[src/rtl/cpu_pkg.sv]
// Shared types and constants for the 16-bit pipelined core.
package cpu_pkg;

    localparam int unsigned CPU_ADDR_W  = 16;
    localparam int unsigned CPU_DATA_W  = 16;
    localparam int unsigned CPU_TIMEOUT = 64;
    localparam int unsigned CPU_CNT_W   = 7;

    typedef enum logic [1:0] {
        IDLE = 2'd0,
        BUSY = 2'd1,
        DONE = 2'd2
    } mem_state_t;

endpackage

[src/rtl/mem_timeout_cnt.sv]
// Loadable, clearable up-counter with a combinational terminal-count flag.
module mem_timeout_cnt #(
    parameter int unsigned CNT_W = 7,
    parameter int unsigned TERM  = 63
) (
    input  logic             clk,
    input  logic             rst_n,
    input  logic             clr_i,
    input  logic             load_i,
    input  logic [CNT_W-1:0] load_val_i,
    input  logic             en_i,
    output logic             tc_c_o
);

    logic [CNT_W-1:0] cnt_q;
    logic [CNT_W-1:0] cnt_d;

    // Clear has priority over load, load over count.
    always_comb begin
        cnt_d = cnt_q;
        if (clr_i) begin
            cnt_d = '0;
        end else if (load_i) begin
            cnt_d = load_val_i;
        end else if (en_i) begin
            cnt_d = cnt_q + CNT_W'(1);
        end
    end

    always_ff @(posedge clk or negedge rst_n) begin
        if (!rst_n) begin
            cnt_q <= '0;
        end else begin
            cnt_q <= cnt_d;
        end
    end

    assign tc_c_o = (cnt_q == CNT_W'(TERM));

endmodule

[src/rtl/mem_access_stage.sv]
// MEM stage controller: issues loads/stores over req/ack, stalls the pipe while
// a transaction is outstanding and presents results to the MEM/WB latch.
module mem_access_stage
    import cpu_pkg::*;
#(
    parameter int unsigned ADDR_W  = CPU_ADDR_W,
    parameter int unsigned DATA_W  = CPU_DATA_W,
    parameter int unsigned TIMEOUT = CPU_TIMEOUT,
    parameter int unsigned CNT_W   = CPU_CNT_W
) (
    input  logic              clk,
    input  logic              rst_n,
    input  logic              valid_in,
    input  logic              flush,
    input  logic              mem_read_in,
    input  logic              mem_write_in,
    input  logic              WriteReg_in,
    input  logic [DATA_W-1:0] ALU_res_in,
    input  logic [DATA_W-1:0] store_data_in,
    output logic              mem_req,
    output logic              mem_we,
    output logic [ADDR_W-1:0] mem_addr,
    output logic [DATA_W-1:0] mem_wdata,
    input  logic              mem_ack,
    input  logic [DATA_W-1:0] mem_rdata,
    output logic              stall_n,
    output logic              WriteReg_out,
    output logic [DATA_W-1:0] ALU_res_out,
    output logic [DATA_W-1:0] data_mem_out,
    output logic              mem_err
);

    mem_state_t        state_q, state_d;
    logic              req_q, req_d;
    logic              we_q, we_d;
    logic              err_q, err_d;
    logic              wr_q, wr_d;
    logic              ld_q, ld_d;
    logic [ADDR_W-1:0] addr_q, addr_d;
    logic [DATA_W-1:0] wdata_q, wdata_d;
    logic [DATA_W-1:0] dout_q, dout_d;
    logic [DATA_W-1:0] alu_q, alu_d;
    logic              live;
    logic              mem_op;
    logic              misalign;
    logic              tc;

    mem_timeout_cnt #(
        .CNT_W (CNT_W),
        .TERM  (TIMEOUT - 1)
    ) u_timeout (
        .clk        (clk),
        .rst_n      (rst_n),
        .clr_i      (state_q != BUSY),
        .load_i     (1'b0),
        .load_val_i ('0),
        .en_i       (state_q == BUSY),
        .tc_c_o     (tc)
    );

    // rst_n gates the live term so the combinational outputs are quiet in reset.
    assign live     = rst_n & valid_in & ~flush;
    assign mem_op   = live & (mem_read_in | mem_write_in);
    assign misalign = mem_op & ALU_res_in[0];

    always_comb begin
        state_d      = state_q;
        req_d        = req_q;
        we_d         = we_q;
        err_d        = 1'b0;
        wr_d         = wr_q;
        ld_d         = ld_q;
        addr_d       = addr_q;
        wdata_d      = wdata_q;
        dout_d       = dout_q;
        alu_d        = alu_q;
        stall_n      = 1'b1;
        WriteReg_out = wr_q;
        ALU_res_out  = alu_q;

        case (state_q)
            IDLE: begin
                WriteReg_out = live & WriteReg_in & ~misalign;
                ALU_res_out  = rst_n ? ALU_res_in : '0;
                if (misalign) begin
                    err_d = 1'b1;
                end else if (mem_op) begin
                    stall_n = 1'b0;
                    state_d = BUSY;
                    req_d   = 1'b1;
                    we_d    = mem_write_in;
                    ld_d    = ~mem_write_in;
                    addr_d  = ADDR_W'(ALU_res_in);
                    wdata_d = store_data_in;
                    wr_d    = WriteReg_in;
                    alu_d   = ALU_res_in;
                end
            end
            BUSY: begin
                stall_n = 1'b0;
                // Ack beats timeout when both land in the same cycle.
                if (mem_ack) begin
                    req_d   = 1'b0;
                    state_d = DONE;
                    if (ld_q) begin
                        dout_d = mem_rdata;
                    end
                end else if (tc) begin
                    req_d   = 1'b0;
                    err_d   = 1'b1;
                    wr_d    = 1'b0;
                    state_d = DONE;
                end
            end
            DONE: begin
                state_d = IDLE;
            end
            default: begin
                state_d = IDLE;
                req_d   = 1'b0;
            end
        endcase
    end

    always_ff @(posedge clk or negedge rst_n) begin
        if (!rst_n) begin
            state_q <= IDLE;
            req_q   <= 1'b0;
            we_q    <= 1'b0;
            err_q   <= 1'b0;
            wr_q    <= 1'b0;
            ld_q    <= 1'b0;
            addr_q  <= '0;
            wdata_q <= '0;
            dout_q  <= '0;
            alu_q   <= '0;
        end else begin
            state_q <= state_d;
            req_q   <= req_d;
            we_q    <= we_d;
            err_q   <= err_d;
            wr_q    <= wr_d;
            ld_q    <= ld_d;
            addr_q  <= addr_d;
            wdata_q <= wdata_d;
            dout_q  <= dout_d;
            alu_q   <= alu_d;
        end
    end

    assign mem_req      = req_q;
    assign mem_we       = we_q;
    assign mem_addr     = addr_q;
    assign mem_wdata    = wdata_q;
    assign data_mem_out = dout_q;
    assign mem_err      = err_q;

endmodule

[config.mk]
export PLATFORM = sky130hd
export DESIGN_NAME = mem_access_stage
export DESIGN_NICKNAME = d
export VERILOG_FILES = /design/src/rtl/cpu_pkg.sv /design/src/rtl/mem_timeout_cnt.sv /design/src/rtl/mem_access_stage.sv
export SDC_FILE = /design/constraint.sdc
export NUM_CORES = 1
export LEC_CHECK = 0
export BUFFER_PORTS_ARGS = -buffer_cell sky130_fd_sc_hd__buf_2
export CELL_PAD_IN_SITES_DETAIL_PLACEMENT = 1
export CELL_PAD_IN_SITES_GLOBAL_PLACEMENT = 1
export CORE_MARGIN = 8
export CORE_UTILIZATION = 35
export DETAILED_ROUTE_END_ITERATION = 10
export GPL_TIMING_DRIVEN = 0
export HOLD_SLACK_MARGIN = 0.05
export PLACE_DENSITY_LB_ADDON = 0.3
export SETUP_SLACK_MARGIN = 0.1
export SLEW_MARGIN = 20
export SYNTH_ARGS = -nofsm -noshare
export SYNTH_HDL_FRONTEND = slang
export SYNTH_SLANG_ARGS = --single-unit
[constraint.sdc]
create_clock -name clk -period 2.4 [get_ports clk]
set_clock_uncertainty 0.2 [all_clocks]
set_input_delay 0 -clock clk [delete_from_list [all_inputs] [get_ports clk]]
set_output_delay 0 -clock clk [all_outputs]
set_load 0.005 [all_outputs]
# Word level (Yosys, flattened, before mapping)
# Cells that the tools add are included.
[totals] ff_bits=62 wordCells=65
[op_classes] eq_ne=9 mux=26 add_sub_neg=1 n_reduce_logical=8 bitwise_logic=11
[ops] operator="$mux 16" count=2
[ops] operator="$mux 7" count=2
[ops] operator="$mux 1" count=13
[ops] operator="$reduce_and 3->1" count=3
[ops] operator="$mux 2" count=4
[ops] operator="$ne 2x2->1 const B" count=4
[ops] operator="$add 7x1->7 const B" count=1
[ops] operator="$eq 7x6->1 const B" count=1
[ops] operator="$and 1x1->1" count=6
[ops] operator="$pmux 1 s2" count=3
[ops] operator="$reduce_and 5->1" count=1
[ops] operator="$not 1->1" count=4
[ops] operator="$pmux 2 s2" count=1
[ops] operator="$reduce_and 4->1" count=1
[ops] operator="$reduce_bool 2->1" count=2
[ops] operator="$ne 3x3->1 const B" count=1
[ops] operator="$pmux 1 s3" count=1
[ops] operator="$eq 2x1->1 const B" count=1
[ops] operator="$eq 2x2->1 const B" count=1
[ops] operator="$logic_not 2->1" count=1
[ops] operator="$ne 2x1->1 const B" count=1
[ops] operator="$or 1x1->1" count=1

# Depth between registers and ports, before layout
# Gate-level depths: netlist of the first run.
[depth] depth_word=7 mapped_depth=6 ltp_nobuf=4

# Cells and area by module
# Synthesis of the first run repeated with hierarchy kept, for this count alone.
[unflattened] hier_cells=237 area_unflattened_um2=2801.4
[by_module_without_submodules] module="mem_access_stage" cells_per_inst=195 instances=1 area_per_inst_um2=2397.3
[by_module_without_submodules] module="mem_timeout_cnt" cells_per_inst=42 instances=1 area_per_inst_um2=404.1

# Worst setup path before layout of the first run
# OpenSTA, ideal clock, no wires.
[synth_timing] kind="flip-flop to flip-flop" start="register state_q[0]" end="register wdata_q[10], in the netlist mem_wdata[10]" required_time_ns=2.075 stages_incl_launch_ff=6 period_less_slack_ns=2.002 setup_ns=0.125 arrival_ns=1.678 slack_ns=0.398 cell_sequence="dfrtp_1 > or2_1 > buf_2 > nor3_4 > buf_6 > mux2_2"
[synth_via] elab_chain_cells=2
[synth_lines] element="start: declaration" line="mem_access_stage.sv:33" rtl="mem_state_t state_q, state_d;"
[synth_lines] element="start signal: assignment" line="mem_access_stage.sv:138" rtl="state_q <= state_d;"
[synth_lines] element="$logic_not 2->1" line="mem_access_stage.sv:81" rtl="case (state_q)"
[synth_lines] element="$reduce_and 3->1 (no line)"
[synth_lines] element="end signal: assignment" line="mem_access_stage.sv:145" rtl="wdata_q <= wdata_d;"
[synth_lines] element="end: declaration" line="mem_access_stage.sv:40" rtl="logic [DATA_W-1:0] wdata_q, wdata_d;"
# Every way passes these cells.
# A chain may end at the register's enable or synchronous reset.

# Worst setup path after layout of the first run
[layout_timing] start="register state_q[0]" end="register alu_q[9]"
[layout_via] elab_chain_cells=2
[layout_lines] element="$logic_not 2->1" line="mem_access_stage.sv:81"
[layout_lines] element="$reduce_and 3->1 (no line)"
[layout_lines] element="end signal: assignment" line="mem_access_stage.sv:147" rtl="alu_q <= alu_d;"
[layout_lines] element="end: declaration" line="mem_access_stage.sv:42" rtl="logic [DATA_W-1:0] alu_q, alu_d;"
# Every way passes these cells.

==> flow_summary.ini, run 1 <==
[cells_and_area]
area_growth_pct = 57.7
multi_input_area_mm2 = 0.00108
final_core_utilization_pct = 56.1
sequential_cell_area_mm2 = 0.00155
nNetsFinal = 470
num-fill-cells = 870
layout.cells.most_common = buf_2
most-common-layout-cells = buf_2 (125), dfrtp_1 (62), dlygate4sd3_1 (57)
drive_gt1_share_pct = 48.1
antenna-diode-count = 0

[die]
die_area_mm2 = 0.0108
die_h_um = 104
design.portCount = 125
initial_core_utilization_pct = 35.6
dieWidth_um = 104
design.core.area_mm2 = 0.00761
rows = 32

[synth]
post_synth.cell_area_avg_um2 = 12.4
ys_warn_count = 0
synth.cell_area_mm2 = 0.00271
portion_of_the_post_synthesis_area_used_by_sequential_elements_pct = 57.3
synth_seq_cells = 62
synth_top_cell_by_area = dfrtp_1
synth.top_cell.area_share_pct = 57.3
syn_nets = 275
synthCells = 218
yosys.cell_types.count = 34
synth.area.top_cells = dfrtp_1 (57%), mux2_2 (17%), nand2_1 (5.1%)

[placed_design]
io_buffers = 124
place_hpwl_um = 6110
gp_routability_congestion = 0.762

[clocking]
cts_buffer_depth = 2
tritoncts.num_buffers = 9
cts_root_buffer = clkbuf_8
clkLatencyLatePin_ns = 0.34
worst_setup_hold_path_clk_slew_ns = 0.07
tritoncts = built
cts_max_level = 3
clkSinkCount = 62

[global_route]
first_global_vias = 2946
grt_max_degree = 34
grt_first_pass_wirelength_um = 15300
grtUsageTotal_pct = 17.8
antenna_found_initial = 0
gr-total-overflow = 0

[critical_path]
timing.critical_path.to_type = register
worstPathArrival_ns = 2.11
critical_path_required_ns = 2.43
timing.critical_path.from_type = register
worstPathMaxFanout = 10
crit_type = register to register

[timing]
period_share_pct = 86.7
report.final.hold_viol_count = 0
achievable-frequency_mhz = 481
setup_repair_after_global_routing_missed_its_margin = false
tightest_slew_ns = 0.549
final.hold.worst_slack_ns = 0.103
relSlewSlack_pct = 63.1
final_period_minus_worst_setup_slack_ns = 2.08
timing.final.setup_violations = 0
slew_viol_final = 0

[routing]
wl_um = 9240
vias_per_cell = 4.72
detail_route.wl_per_cell_um = 17.8
antenna_violating_nets_post_route = 0
num_vias = 2453
post_route_drc_violation_count = 0
detailedRoute.firstIterationViolations = 35
drt_first_pass_iters = 4

[status]
outcome = finished, final reports clean

[run]
drv_cap = 0

[power]
leakagePower_nw = 2.14
p_per_cell_area_mw_per_mm2 = 730
vdd_drop_max_uv = 400

[worst_hold_path]
min-delay-path-class = primary input to register
## through the flow
step	power, W	worst slack (ns)	cells	instance area [µm²]	setup TNS [ns]
after floorplan	0.00174	0.398	218	2710	0
after global placement	0.00212	-0.734	444	3460	-23.45
after detailed placement	0.00217	0.0984	445	3480	0
after CTS	0.00316	0.0995	519	4260	0
after global routing	0.00330	0.187	520	4270	0
final	0.00312	0.319	520	4270	0
## cells in the mapped netlist, drive strengths merged
cell type and n:
mux2 48, and2 2, a21oi 2, o221ai 1, o21ai 19, or2 1, nor3 2, and2b 1
buf 7, o311ai 1, o41ai 1, xnor2 1, o21a 3, or4 1, nor2 5, nand3 3
o21bai 2, o32a 1, o31ai 3, ha 1, nand3b 1, clkbuf 3, xor2 2, nand2b 2
or3 3, inv 2, dfrtp 62, nand2 37, or3b 1
## layout make-up
cell class	instances	area share, %
plain buffers	10	1.61
multi-input cells	144	25.4
clock buffers	10	2.99
inverters	2	0.176
repair buffers	184	29.1
clock inverters	6	1.47
well taps	102	2.99
flip-flops and latches	62	36.3
## flip-flops by register name, summed over array words and instances, names as in the netlist
signal / cells
mem_wdata: 16
mem_we: 1
mem_err: 1
mem_req: 1
ld_q: 1
wr_q: 1
u_timeout.cnt_q: 7
data_mem_out: 16
state_q: 2
alu_q: 16
## metal layers
metal  wire length [µm]  vias up  global-route usage [%]
met5                  0        -                       0
met4                227        0                    8.17
met3                400       18                    4.65
met2               5220       59                    33.5
met1               3390     1225                    17.8
li1                   -     1151                       -
## power breakdown
group / internal, W / leakage (nW) / switching [W] / total (W)
logic: 0.000476 / 1.26 / 0.000330 / 0.000806
registers: 0.00128 / 0.787 / 0.000139 / 0.00142
clock network: 0.000475 / 0.0883 / 0.000415 / 0.000890
## worst max-delay path: stages (launching register included)
cell     delay (ns)
dfrtp_1        0.46
or2_1          0.28
or3_1          0.41
buf_6          0.17
buf_6          0.16
mux2_4         0.30
## cell families (layout without fill, tap and decap cells)
| family | after synthesis | in the layout | share of synthesized area (%) |
|---|---|---|---|
| multiplexers | 48 | 48 | 20.8 |
| flip-flops | 62 | 62 | 57.3 |
| adder cells (fa/ha/maj) | 1 | 1 | 0.462 |
| AND/OR/NAND/NOR | 59 | 59 | 10.3 |
| AO/OA/AOI/OAI | 33 | 33 | 7.44 |
| buffers and inverters | 12 | 212 | 2.73 |
| XOR/XNOR | 3 | 3 | 0.971 |
## repair_timing
action                                  4_1_cts  5_1_grt
endpoints found under the hold margin       116        0
resized for setup                             0        3
setup buffers                                 0        1
pin swaps                                     1        1
hold buffers                                 58        0
endpoints found under the setup margin       10       27
## worst paths after layout
| check | startpoint | end | slack (ns) | cells past startpoint |
|---|---|---|---|---|
| worst max-delay path | state_q[0] | alu_q[9] | 0.32 | 5 |
| worst min-delay path | mem_read_in | ld_q | 0.10 | 4 |
| worst max register to register | state_q[0] | alu_q[9] | 0.32 | 5 |
| worst min register to register | u_timeout.cnt_q[0] | u_timeout.cnt_q[0] | 0.27 | 1 |
| max in group asynchronous | rst_n | alu_q[2] | 1.02 | 5 |
| min in group asynchronous | rst_n | alu_q[3] | 0.57 | 4 |
No activity file was read; power rests on OpenSTA's default activity.
==> run 2, diff against run 1 <==
--- a/config.mk
+++ b/config.mk
@@ -5,11 +5,12 @@
 export SDC_FILE = /design/constraint.sdc
 export NUM_CORES = 1
 export LEC_CHECK = 0
+export ABC_AREA = 1
 export BUFFER_PORTS_ARGS = -buffer_cell sky130_fd_sc_hd__buf_2
 export CELL_PAD_IN_SITES_DETAIL_PLACEMENT = 1
 export CELL_PAD_IN_SITES_GLOBAL_PLACEMENT = 1
 export CORE_MARGIN = 8
-export CORE_UTILIZATION = 35
+export CORE_UTILIZATION = 33
 export DETAILED_ROUTE_END_ITERATION = 10
 export GPL_TIMING_DRIVEN = 0
 export HOLD_SLACK_MARGIN = 0.05
==> run 2 against run 1 <==
Compared with the run above:
- via count increased by 21%
- hold slack worse by 0.030 ns
- sequential cell count unchanged
- sequential share of layout area decreased by 0.78 points
- fmax grew 2.7%
- clock-buffer cell count increased by 2
- critical endpoint is now alu_q[1]
- largest cell class unchanged
- largest power group unchanged
==> flow_summary.ini, run 2 <==
[worst_hold_path]
min-delay-path-class = primary input to register

[timing]
relSlewSlack_pct = 46.0
timing.final.setup_violations = 0
tightest_slew_ns = 0.808
period_share_pct = 84.4
final.hold.worst_slack_ns = 0.0731
setup_repair_after_global_routing_missed_its_margin = false
report.final.hold_viol_count = 0
finalWorstSetupSlack_ns = 0.374
achievable-frequency_mhz = 494
final_period_minus_worst_setup_slack_ns = 2.03
slew_viol_final = 0

[die]
design.portCount = 125
dieWidth_um = 107
die_h_um = 107
die_area_mm2 = 0.0114
rows = 33
initial_core_utilization_pct = 33.6
design.core.area_mm2 = 0.00809

[global_route]
antenna_found_initial = 0
first_global_vias = 3315
grt_max_degree = 46
grtUsageTotal_pct = 18.4
gr-total-overflow = 0
grt_first_pass_wirelength_um = 16800

[power]
power_frac_seq_pct = 44.9
pwr-share-comb_pct = 25.3
p_sw_share_pct = 29.7
p_per_cell_area_mw_per_mm2 = 714
power_frac_clock_pct = 29.8
vdd_drop_max_uv = 345
internal_power_w = 0.00219
switchingPower_w = 0.000924
leakagePower_nw = 2.48

[synth]
post_synth.cell_area_avg_um2 = 8.18
synthTopCellsByCount = nand2_1 (155), dfrtp_1 (62), inv_1 (28)
most_instantiated_library_cell_after_synthesis = nand2_1
portion_of_the_post_synthesis_area_used_by_sequential_elements_pct = 57.0
synth.top_cell.area_share_pct = 57.0
synthCells = 333
synth_seq_cells = 62
ys_warn_count = 0
async_set_reset_flop_share_out_of_synthesis_pct = 100
synth.cell_area_mm2 = 0.00272
syn_nets = 390
main_flop_type_after_synthesis = dfrtp_1
yosys.cell_types.count = 22
synth_enable_flop_cells = 0
synth_top_cell_by_area = dfrtp_1
synth.area.top_cells = dfrtp_1 (57%), nand2_1 (21%), o21ai_0 (4.6%)

[routing]
detail_route.wl_per_cell_um = 16.0
num_vias = 2968
drt_first_pass_iters = 4
wl_um = 10300
vias_per_cell = 4.62
antenna_violating_nets_post_route = 0
detailedRoute.firstIterationViolations = 56
post_route_drc_violation_count = 0

[critical_path]
timing.critical_path.from_type = register
worstPathArrival_ns = 2.09
worstPathMaxFanout = 10
timing.critical_path.to_type = register
crit_type = register to register
critical_path_required_ns = 2.47

[placed_design]
placement.setup.worst_slack_ns = 0.490
gp_routability_congestion = 0.742
place_hpwl_um = 6640
dpl.cell_count = 563
postPlaceCellArea_mm2 = 0.00350
io_buffers = 124

[clocking]
cts_root_buffer = clkbuf_8
clkSinkCount = 62
post_cts_resized = 0
tritoncts = built
clkLatencyLatePin_ns = 0.33
cts_max_level = 3
worst_setup_hold_path_clk_slew_ns = 0.07
cts_buffer_depth = 2
tritoncts.num_buffers = 9

[cells_and_area]
antenna-diode-count = 0
layout.cells.most_common = nand2_1
area_growth_pct = 60.2
num-fill-cells = 1028
finish.cell_count_without_fillers = 643
post_layout_inst_area_mm2 = 0.00436
most-common-layout-cells = nand2_1 (155), buf_2 (129), dlygate4sd3_1 (63)
drive_gt1_share_pct = 29.9
nNetsFinal = 590

[run]
drv_cap = 0

[status]
outcome = finished, final reports clean
## run 2: final cells by class
type                    count  area, µm²  area share [%]
plain buffers              15        101            2.32
clock buffers              12        155            3.56
clock inverters             4       45.0            1.03
inverters                  30        113            2.58
multi-input cells         226        957            21.9
flip-flops and latches     62       1550            35.6
well taps                 105        131            3.01
repair buffers            189       1310            30.0
## run 2: metal layers
metal | up-vias | routed length (µm) | GRT usage [%]
li1 | 1425 | - | -
met1 | 1459 | 3890 | 19.5
met2 | 71 | 5580 | 34.0
met3 | 13 | 617 | 5.16
met4 | 0 | 192 | 6.83
met5 | - | 0 | 0
## run 2: kinds of logic after synthesis
logic type | Yosys count | share of synthesized area [%]
compound gates | 33 | 6.20
buf+inv | 45 | 7.86
flops | 62 | 57.0
simple gates | 192 | 28.5
fa+ha+maj | 1 | 0.459
## run 2: repair_timing
item / CTS / global route
setup buffers: 0 / 0
hold buffers: 64 / 0
hold endpoints to repair: 116 / 0
## run 2: power groups by stage
stage          Combinational [W]  Clock (W)  Sequential, W
2_1_floorplan           0.000247          0        0.00142
3_3_place_gp            0.000646          0        0.00140
6_report                0.000789   0.000927        0.00140
3_5_place_dp            0.000683          0        0.00140
5_1_grt                 0.000889   0.000994        0.00142
4_1_cts                 0.000789   0.000961        0.00139
## run 2: worst max-delay path, cell delays in order (launching register included)
cell	delay, ns
dfrtp_1	0.44
nor2_2	0.13
nand4_2	0.16
inv_2	0.14
buf_4	0.20
nand2_1	0.07
nand2_1	0.07
dlygate4sd3_1	0.56
## run 2: worst paths after layout
kind / startpoint / endpoint / slack [ns] / cells after the start
setup / recovery: state_q[1] / alu_q[1] / 0.37 / 7
hold / removal: mem_read_in / alu_q[14] / 0.07 / 6
setup reg to reg: state_q[1] / alu_q[1] / 0.37 / 7
hold reg to reg: u_timeout.cnt_q[0] / u_timeout.cnt_q[0] / 0.26 / 1
max in group asynchronous: rst_n / mem_wdata[5] / 1.36 / 2
min in group asynchronous: rst_n / data_mem_out[9] / 0.14 / 2
## run 2: metrics by stage
stage	total power [W]	setup TNS [ns]	utilization (%)
global route	0.00330	0	53.9
finish	0.00311	0	53.9
CTS	0.00314	0	53.9
detailed placement	0.00209	0	43.3
floorplan	0.00167	0	-
global placement	0.00204	-5.57	42.9
